===== config.mk =====
export PLATFORM = sky130hd
export DESIGN_NAME = fetch_unit
export DESIGN_NICKNAME = d
export VERILOG_FILES = /design/src/rtl/fetch_unit_pkg.sv /design/src/rtl/fetch_unit_queue.sv /design/src/rtl/fetch_unit.sv
export SDC_FILE = /design/constraint.sdc
export NUM_CORES = 1
export LEC_CHECK = 0
export ABC_AREA = 1
export CAP_MARGIN = 20
export CORE_AREA = 2 2 128 130
export CTS_CLUSTER_DIAMETER = 40
export DETAILED_ROUTE_END_ITERATION = 10
export DIE_AREA = 0 0 130 132
export DONT_BUFFER_PORTS = 1
export PLACE_DENSITY_LB_ADDON = 0.1
export SLEW_MARGIN = 20
export SYNTH_ARGS = -nofsm -noshare
export SYNTH_HDL_FRONTEND = slang
export SYNTH_SLANG_ARGS = --single-unit
export TNS_END_PERCENT = 5

===== constraint.sdc =====
create_clock -name clk -period 8.2 [get_ports clk]
set_clock_uncertainty 0.2 [all_clocks]
set_input_delay 0.41 -clock clk [delete_from_list [all_inputs] [get_ports clk]]
set_output_delay 0.41 -clock clk [all_outputs]
set_load 0.03 [all_outputs]

===== src/rtl/fetch_unit_pkg.sv =====
// Shared types and constants for the instruction-fetch sequencer.
package fetch_unit_pkg;

   localparam int INSTR_W = 32;
   localparam int ENTRY_W = 2 * INSTR_W;
   localparam logic [31:0] PC_INC = 32'd4;

   typedef enum logic [1:0] {
      S_IDLE = 2'd0,
      S_REQ  = 2'd1,
      S_WAIT = 2'd2
   } fetch_state_t;

   typedef struct packed {
      logic [31:0]        pc;
      logic [INSTR_W-1:0] instr;
   } fetch_entry_t;

endpackage


===== src/rtl/fetch_unit_queue.sv =====
// Show-ahead synchronous FIFO with flush; full/empty told apart by an extra pointer bit.
module fetch_queue #(
   parameter int DEPTH = 2,
   parameter int WIDTH = 64
) (
   input  logic                   clk,
   input  logic                   rstn,
   input  logic                   flush,
   input  logic                   push,
   input  logic [WIDTH-1:0]       push_data,
   input  logic                   pop,
   output logic [WIDTH-1:0]       head_data,
   output logic                   empty,
   output logic [$clog2(DEPTH):0] count
);
   localparam int AW = $clog2(DEPTH);
   localparam logic [AW:0] PTR_ONE = 1;

   logic [WIDTH-1:0] mem [DEPTH];
   logic [AW:0]      wr_ptr_reg;
   logic [AW:0]      rd_ptr_reg;
   logic             full;
   logic             do_push;
   logic             do_pop;

   assign empty   = (wr_ptr_reg == rd_ptr_reg);
   assign full    = (wr_ptr_reg[AW] != rd_ptr_reg[AW]) &&
                    (wr_ptr_reg[AW-1:0] == rd_ptr_reg[AW-1:0]);
   assign do_pop  = pop && !empty;
   // A simultaneous pop frees the slot, so a full queue may still accept a push.
   assign do_push = push && (!full || do_pop);
   assign count   = wr_ptr_reg - rd_ptr_reg;

   always_ff @(posedge clk or negedge rstn) begin
      if (!rstn) begin
         wr_ptr_reg <= '0;
         rd_ptr_reg <= '0;
      end else if (flush) begin
         wr_ptr_reg <= '0;
         rd_ptr_reg <= '0;
      end else begin
         if (do_push) wr_ptr_reg <= wr_ptr_reg + PTR_ONE;
         if (do_pop)  rd_ptr_reg <= rd_ptr_reg + PTR_ONE;
      end
   end

   always_ff @(posedge clk) begin
      if (do_push && !flush) mem[wr_ptr_reg[AW-1:0]] <= push_data;
   end

   assign head_data = empty ? '0 : mem[rd_ptr_reg[AW-1:0]];

endmodule


===== src/rtl/fetch_unit.sv =====
// PC register and fetch sequencer: issues word fetches and queues returned instructions for decode.
// Optional build macro FETCH_MISALIGN_CHK_EN adds fetch_misalign_o and blocks fetch after a misaligned redirect.
module fetch_unit
   import fetch_unit_pkg::*;
#(
   parameter logic [31:0] RESET_PC  = 32'h0000_0000,
   parameter int          BUF_DEPTH = 2
) (
   input  logic               clk,
   input  logic               rstn,
   output logic [31:0]        pc_o,
   input  logic               redirect_i,
   input  logic [31:0]        redirect_pc_i,
   output logic               imem_req_o,
   output logic [31:0]        imem_addr_o,
   input  logic               imem_gnt_i,
   input  logic               imem_rvalid_i,
   input  logic [INSTR_W-1:0] imem_rdata_i,
`ifdef FETCH_MISALIGN_CHK_EN
   output logic               fetch_misalign_o,
`endif
   output logic               if_valid_o,
   output logic [INSTR_W-1:0] if_instr_o,
   output logic [31:0]        if_pc_o,
   input  logic               if_ready_i
);
   localparam int CW = $clog2(BUF_DEPTH) + 1;

   fetch_state_t       state_reg, state_next;
   logic [31:0]        pc_reg, pc_next;
   logic [31:0]        req_pc_reg, req_pc_next;
   logic               kill_reg, kill_next;
   logic               blocked;
   logic [31:0]        redirect_target;

   logic               granted;
   logic               resp;
   logic               push;
   logic               pop;
   logic               q_empty;
   logic [CW-1:0]      q_count;
   logic [CW-1:0]      count_after;
   logic               can_req;
   fetch_entry_t       push_entry;
   fetch_entry_t       head_entry;
   logic [ENTRY_W-1:0] head_data;

`ifdef FETCH_MISALIGN_CHK_EN
   logic misalign_reg, misalign_next;

   assign redirect_target  = redirect_pc_i;
   assign misalign_next    = redirect_i ? (redirect_pc_i[1:0] != 2'b00) : misalign_reg;
   assign blocked          = misalign_next;
   assign fetch_misalign_o = misalign_reg;

   always_ff @(posedge clk or negedge rstn) begin
      if (!rstn) misalign_reg <= 1'b0;
      else       misalign_reg <= misalign_next;
   end
`else
   assign redirect_target = redirect_pc_i & ~32'h0000_0003;
   assign blocked         = 1'b0;
`endif

   assign granted = (state_reg == S_REQ) && imem_gnt_i;
   // Responses are only meaningful while waiting; one in the grant cycle is ignored.
   assign resp    = (state_reg == S_WAIT) && imem_rvalid_i;
   assign push    = resp && !kill_reg && !redirect_i;
   assign pop     = if_valid_o && if_ready_i;

   // Occupancy as it will be after this edge; the request about to be issued needs a free slot.
   always_comb begin
      if (redirect_i) count_after = '0;
      else            count_after = q_count + CW'(push) - CW'(pop);
      can_req = (count_after < CW'(BUF_DEPTH)) && !blocked;
   end

   always_comb begin
      pc_next     = pc_reg;
      req_pc_next = req_pc_reg;
      kill_next   = kill_reg;
      if (granted) req_pc_next = pc_reg;
      if (redirect_i)   pc_next = redirect_target;
      else if (granted) pc_next = pc_reg + PC_INC;
      if (resp) kill_next = 1'b0;
      if (redirect_i && (granted || ((state_reg == S_WAIT) && !imem_rvalid_i)))
         kill_next = 1'b1;
   end

   always_ff @(posedge clk or negedge rstn) begin
      if (!rstn) begin
         pc_reg     <= RESET_PC;
         req_pc_reg <= RESET_PC;
         kill_reg   <= 1'b0;
      end else begin
         pc_reg     <= pc_next;
         req_pc_reg <= req_pc_next;
         kill_reg   <= kill_next;
      end
   end

   always_ff @(posedge clk or negedge rstn) begin
      if (!rstn) state_reg <= S_IDLE;
      else       state_reg <= state_next;
   end

   always_comb begin
      state_next = state_reg;
      case (state_reg)
         S_IDLE: if (can_req) state_next = S_REQ;
         S_REQ: begin
            // An ungranted request is dropped for a cycle before the new address goes out.
            if (imem_gnt_i)      state_next = S_WAIT;
            else if (redirect_i) state_next = S_IDLE;
         end
         S_WAIT: if (imem_rvalid_i) state_next = can_req ? S_REQ : S_IDLE;
         default: state_next = S_IDLE;
      endcase
   end

   always_comb begin
      imem_req_o  = (state_reg == S_REQ);
      imem_addr_o = pc_reg;
      pc_o        = pc_reg;
   end

   assign push_entry = '{pc: req_pc_reg, instr: imem_rdata_i};

   fetch_queue #(
      .DEPTH(BUF_DEPTH),
      .WIDTH(ENTRY_W)
   ) u_queue (
      .clk       (clk),
      .rstn      (rstn),
      .flush     (redirect_i),
      .push      (push),
      .push_data (push_entry),
      .pop       (pop),
      .head_data (head_data),
      .empty     (q_empty),
      .count     (q_count)
   );

   assign head_entry = fetch_entry_t'(head_data);
   assign if_valid_o = !q_empty;
   assign if_pc_o    = head_entry.pc;
   assign if_instr_o = head_entry.instr;

endmodule


Word level (Yosys, flattened, before mapping)
Memories as Yosys holds them, arrays and structs flattened.
Cells that the tools add are included.
W data, S select, Z words.
- add/subtract/negate cells: 6
- magnitude comparators: 1
- eq/ne operators: 8
- muxes and demuxes: 18
- reduce and logical (&&, ||, !) cells: 24
- operator list (operator ; number):
    $mux W32 ; 2
    $mux W64 ; 1
    $add A32 B3 Y32 const B ; 1
    $mux W2 ; 9
    $logic_and A1 B1 Y1 ; 11
    $reduce_bool A2 Y1 ; 4
    $pmux W2 S3 ; 1
    $logic_not A1 Y1 ; 5
    $mux W1 ; 5
    $add A2 B1 Y2 const B ; 2
    $ne A2 B2 Y1 const B ; 2
    $ne A3 B2 Y1 const B ; 1
    $reduce_and A3 Y1 ; 1
    $add A2 B1 Y2 ; 1
    $eq A2 B1 Y1 const B ; 1
    $eq A2 B2 Y1 ; 1
    $eq A2 B2 Y1 const B ; 1
    $logic_not A2 Y1 ; 1
    $logic_or A1 B1 Y1 ; 2
    $lt A2 B2 Y1 const B ; 1
    $sub A2 B1 Y2 ; 1
    $sub A2 B2 Y2 ; 1
    $eq A1 B1 Y1 ; 1
    $ne A1 B1 Y1 ; 1
- register bits: 71
- RAM bits: 128
- input port bits: 70
- output and inout port bits: 130
- logic and storage cells: 64
- memories: 1
- memory list (name ; depth ; width ; rd ports ; clocked after Yosys merged registers in ; wr ports ; RTL line ; RTL):
    u_queue.mem ; 2 ; 64 ; 1 ; 0 ; 1 ; fetch_unit_queue.sv:19 ; logic [WIDTH-1:0] mem [DEPTH];

Logic depth before layout (Yosys ltp)
- depth after elaboration: 11
- gate-level depth with buffers: 13
- gate-level depth less buffers: 13

Modules after synthesis
Synthesis repeated with hierarchy kept, for this count alone.
- cell total of the unflattened synthesis: 1060
- area, all modules: 9285.2 µm²
- modules (own cells, without submodules) (module ; instances ; cells each ; area an instance (µm²) ; seq. area each (µm²)):
    fetch_queue ; 1 ; 515 ; 5466.5 ; 3943.8
    fetch_unit ; 1 ; 545 ; 3818.7 ; 1576.5

Worst setup path after synthesis
No wires, ideal clock.
- path type: reg-to-reg
- start point: register state_reg[0]
- end point: memory u_queue.mem[0][0] (enable)
- library setup time: 482 ps
- arrival: 3531 ps
- setup slack: 3987 ps
- cell stages (with the launch flop): 6
- path through: dfrtp_1 > nor2_1 > nand2_1 > nor3_1 > nand2_1 > nor2_1
- longest elaborated chain between the ends: 8
- RTL lines (what ; RTL line ; RTL):
    from (decl) ; fetch_unit.sv:29 ; fetch_state_t state_reg, state_next;
    from (signal assigned) ; fetch_unit.sv:104 ; else state_reg <= state_next;
    $eq A2 B2 Y1 ; fetch_unit.sv:67 ; assign resp = (state_reg == S_WAIT) && imem_rvalid_i;
    $logic_and A1 B1 Y1 ; fetch_unit.sv:67 ;
    $logic_and A1 B1 Y1 (2 in series) ; fetch_unit.sv:68 ; assign push = resp && !kill_reg && !redirect_i;
    $logic_and A1 B1 Y1 ; fetch_unit_queue.sv:31 ; assign do_push = push && (!full || do_pop);
    $logic_and A1 B1 Y1 ; fetch_unit_queue.sv:48 ; if (do_push && !flush) mem[wr_ptr_reg[AW-1:0]] <= push_data;
    $mux W1 ; fetch_unit_queue.sv:48 ;
    $mux W1 (not written as such) ; fetch_unit_queue.sv:48 ;
    to (decl) ; fetch_unit_queue.sv:19 ;
Every way passes these cells.

Worst setup path in the final report
- start point: register u_queue.wr_ptr_reg[0]
- end point: output port if_pc_o[9]
- longest elaborated chain between the ends: 2
- RTL lines (what ; RTL line ; RTL):
    from (decl) ; fetch_unit_queue.sv:20 ; logic [AW:0] wr_ptr_reg;
    from (signal assigned) ; fetch_unit_queue.sv:42 ; if (do_push) wr_ptr_reg <= wr_ptr_reg + PTR_ONE;
    $eq A2 B2 Y1 ; fetch_unit_queue.sv:26 ; assign empty = (wr_ptr_reg == rd_ptr_reg);
    $mux W64 ; fetch_unit_queue.sv:51 ; assign head_data = empty ? '0 : mem[rd_ptr_reg[AW-1:0]];
    to (decl) ; fetch_unit.sv:24 ; output logic [31:0] if_pc_o,
Every way passes these cells.

==> results.txt <==
----------------------------------------------------
[Status]
  Result of the run ... completed

[Floorplanning]
  Core Footprint ... around 0.016 mm²
  Y dimension of the die ... roughly 130 µm
  I/O pin cnt ... 200
  DIE WIDTH ... 130 µm
  Effective utilization at floorplan ... 54.5%
  Std cell rows ... 46
  DIE AREA ... 0.0172 mm²

[Final layout]
  Number of nets at the end of the flow ... roughly 1000
  Antenna Cells ... 0
  Layout cells sized above 1 ... between 4 and 5%
  Sequential cell area in the final layout ... 0.00540 mm²
  Flip-flop count of the largest register, all copies and words added ... 124
  Multi-input gate area ... 0.00252 mm²
  Count of filler cells inserted in the layout ... 1304
  Layout Area Growth over Synthesis ... 13.4%
  Summed area of non-filler cells in the final layout ... 0.00971 mm²

[Worst setup path]
  Required time of the worst setup path ... ~7.6 ns
  Count of cells along the worst register-to-register path ... 12
  Worst endpoint data arrival time ... around 3.2 ns
  Cell family with the largest share of critical-path delay ... compound AO/OA/AOI/OAI gates
  Path type of the worst setup path ... flop to output pin
  Maximum single-stage delay on the critical path ... 0.96 ns
  Combined buffer and inverter count along the critical path ... 1
  R2R Path End ... state_reg[0]
  Logic depth of the worst setup path including buffers ... 4
  Worst-path cell chain ... xnor2_1, nand2_1, clkinv_2, a21oi_1
  Critical path's slowest cell ... a21oi_1
  Worst R2R Setup Slack ... 4.54 ns
  Critical Path Sink Type ... output pin
  Type of origin of the critical path ... flop
  Worst reg2reg path startpoint ... u_queue.wr_ptr_reg[0]
  Maximum fanout along the worst path ... 64

[Worst hold path]
  Hold Path End ... imem_addr_o[12]
  Worst hold path depth ... 3
  Launch point of the worst hold path ... redirect_i
  Worst hold path type ... primary input to flop

[Logic synthesis]
  Post-Synthesis Cells ... 898
  Cell variety after synth ... 27
  Number of register bits inferred by synthesis ... 191
  Leading cell types by total area after synthesis ... edfxtp_1 (44%), dfrtp_1 (20%), nand2_1 (14%), a21oi_1 (3.8%), o21ai_0 (3.6%)
  Syn. warnings ... 0
  Post-synthesis sequential area ratio ... between 60% and 70%
  Mapped cell area ... 0.00856 mm²
  Largest area contributor in the synthesized netlist ... edfxtp_1
  Yosys top cell area share ... 43.5%
  Syn avg cell area ... 9.53 µm²

[Clock network]
  Count of H-tree levels built during CTS ... 4
  Number of CTS-inserted buffers ... 17
  CTS Sinks ... 191
  Clock tree from TritonCTS ... built
  Clock Tree Buf Depth ... 2
  Clock transition at the registers of the reported paths ... 0.06 ns
  Clock latency reported for the late side of the worst-skew pair ... 0.42 ns
  Clock Tree Root ... clkbuf_16

[Placed design]
  Worst setup slack after placement ... 4.58 ns
  Global placer's final weighted congestion ... 0.889
  Detailed Place HPWL ... between 10 and 15 mm
  Post-DP Area ... ~0.0085 mm²
  Port bufs ... 0

[Power and ir drop]
  Sw Share ... a little over a third
  Peak supply drop ... 0.153 mV
  Share of power burned in registers ... 52.8%
  Clk network pwr share ... 29.8%
  Cell Pwr Density ... around 280 mW/mm²
  Relative contribution of combinational cells to total power ... between 10% and 20%
  Switching pwr ... approximately 0.96 mW
  Power Internal ... 1.79 mW
  Static leakage power ... about 3.9 nW

[Global route]
  Largest net degree at the start of global routing ... around 70
  Initial antenna violation count ... 0
  Via count of the first global-routing pass ... approximately 5700
  Overall overflow remaining after global route ... 0
  Combined global-route utilization of all metal layers ... 22.0%
  Global-route wire length before repair ... 29.1 mm

[STA]
  PnR worst setup slack ... 4.40 ns
  Post-layout min period ... between 3 and 4 ns
  Fmax ... 263 MHz
  Setup Total Neg Slack ... 0 ns
  Final critical-path share of the clock period ... between 40% and 50%
  Max Transition Viols Final ... 0
  Unrepaired setup endpoints after global routing ... no
  Max-slew headroom ... 37.0%
  Slew @ Worst Pin ... 0.946 ns
  Final hold violation count ... 0
  Final setup viols ... 0

[Drt]
  Antenna-violating nets left ... 0
  Total number of vias ... slightly above 6000
  DR iter-0 viols ... 395
  Number of remaining DRC errors ... 0
  Vias per inst ... 5.30
  Sum of routed wire length over all layers ... about 19 mm
  Average routed wire per standard cell ... 16.6 µm
  First-pass detailed-route iteration total ... 6

[Run]
  # Max-Cap Violations ... 0

----------------------------------------------------
## tightest hold or removal path, stage by stage
cell and delay (ns):
nand2_1 0.03, o21ai_0 0.06, o21bai_1 0.10
## cell usage in the layout (no fill, tap or decap), drive strengths merged, types with 2 or more instances in the layout
cell / instances
a21oi: 65
buf: 4
bufinv: 3
clkbuf: 22
clkinv: 4
clkinvlp: 3
conb: 6
dfrtp: 67
dlygate4sd3: 62
edfxtp: 124
inv: 69
nand2: 320
nand3: 32
nor2: 59
nor3: 2
o211ai: 5
o21ai: 62
o21bai: 4
o221ai: 2
xnor2: 4
xor2: 7
## per-layer routing
metal  vias to the layer above  share of wire (%)  wire [µm]  GRT usage [%]
met4                         0                1.2        231           5.97
li1                       2942                  -          -              -
met3                        22                6.0       1150           5.28
met1                      2906                 43       8180           29.0
met2                       208                 50       9470           36.5
met5                         -                  0          0              0
## timing repair
action | 4_1_cts | 5_1_grt
endpoints found under the setup margin | 0 | 0
setup buffers | 0 | 0
resized for setup | 0 | 0
hold buffers | 63 | 0
hold endpoints to repair | 155 | 0
## power by group through the flow
| stage | sequential (mW) | clock [mW] | combinational (mW) |
|---|---|---|---|
| final | 1.45 | 0.819 | 0.478 |
| after global routing | 1.47 | 0.867 | 0.541 |
| after CTS | 1.45 | 0.833 | 0.482 |
| after detailed placement | 1.47 | 0 | 0.443 |
| after global placement | 1.46 | 0 | 0.433 |
| after floorplan | 1.35 | 0 | 0.494 |
## synthesized netlist by cell type
master	n
a21oi_1	65
a22o_1	1
buf_2	11
buf_4	37
clkbuf_1	22
conb_1	1
dfrtp_1	67
edfxtp_1	124
fa_1	1
ha_1	1
inv_1	66
inv_2	3
nand2_1	318
nand2_2	2
nand3_1	32
nand4_1	1
nor2_1	56
nor2_2	2
nor2_4	1
nor3_1	2
o211ai_1	5
o21ai_0	62
o21bai_1	4
o221ai_1	2
or2_2	1
xnor2_1	4
xor2_1	7
## cell families (layout without fill, tap and decap cells)
| family | after synthesis | in the layout | synth area share, % |
|---|---|---|---|
| adders and majority gates | 2 | 2 | 0.380 |
| AOI/OAI and AO/OA | 139 | 139 | 8.52 |
| and+or+nand+nor | 415 | 415 | 19.0 |
| other | 1 | 6 | 0.0438 |
| buffers and inverters | 139 | 167 | 7.88 |
| xor gates and xnor gates | 11 | 11 | 1.13 |
| DFF | 191 | 191 | 63.1 |
## worst max-delay path by stage
stage | slack, ns | endpoint | from
after floorplan | 3.99 | u_queue.mem[0][0] | state_reg[0]
after global placement | 4.72 | state_reg[0] | u_queue.wr_ptr_reg[0]
after detailed placement | 4.58 | state_reg[0] | u_queue.wr_ptr_reg[0]
after CTS | 4.56 | state_reg[0] | u_queue.wr_ptr_reg[0]
after global routing | 4.21 | if_pc_o[9] | u_queue.wr_ptr_reg[0]
final | 4.40 | if_pc_o[9] | u_queue.wr_ptr_reg[0]
## final cells by class
class	instances	share of cell area (%)
clock buffers	22	4.58
multi-input cells	573	26.0
well taps	216	2.78
inverters	69	2.69
repair buffers	66	6.91
clock inverters	10	1.43
flip-flops and latches	191	55.7
## through the flow
stage | instances | utilization (%) | total power, mW | hold WS (ns)
CTS | 1147 | 61.8 | 2.77 | 0.000221
finish | 1147 | 61.8 | 2.75 | 0.0157
detailed placement | 1052 | 53.9 | 1.91 | -0.0826
floorplan | 903 | - | 1.85 | -0.0856
global placement | 1052 | 53.9 | 1.90 | -0.0824
global route | 1147 | 61.8 | 2.88 | 0.0280
(Power assumes the default switching activity.)
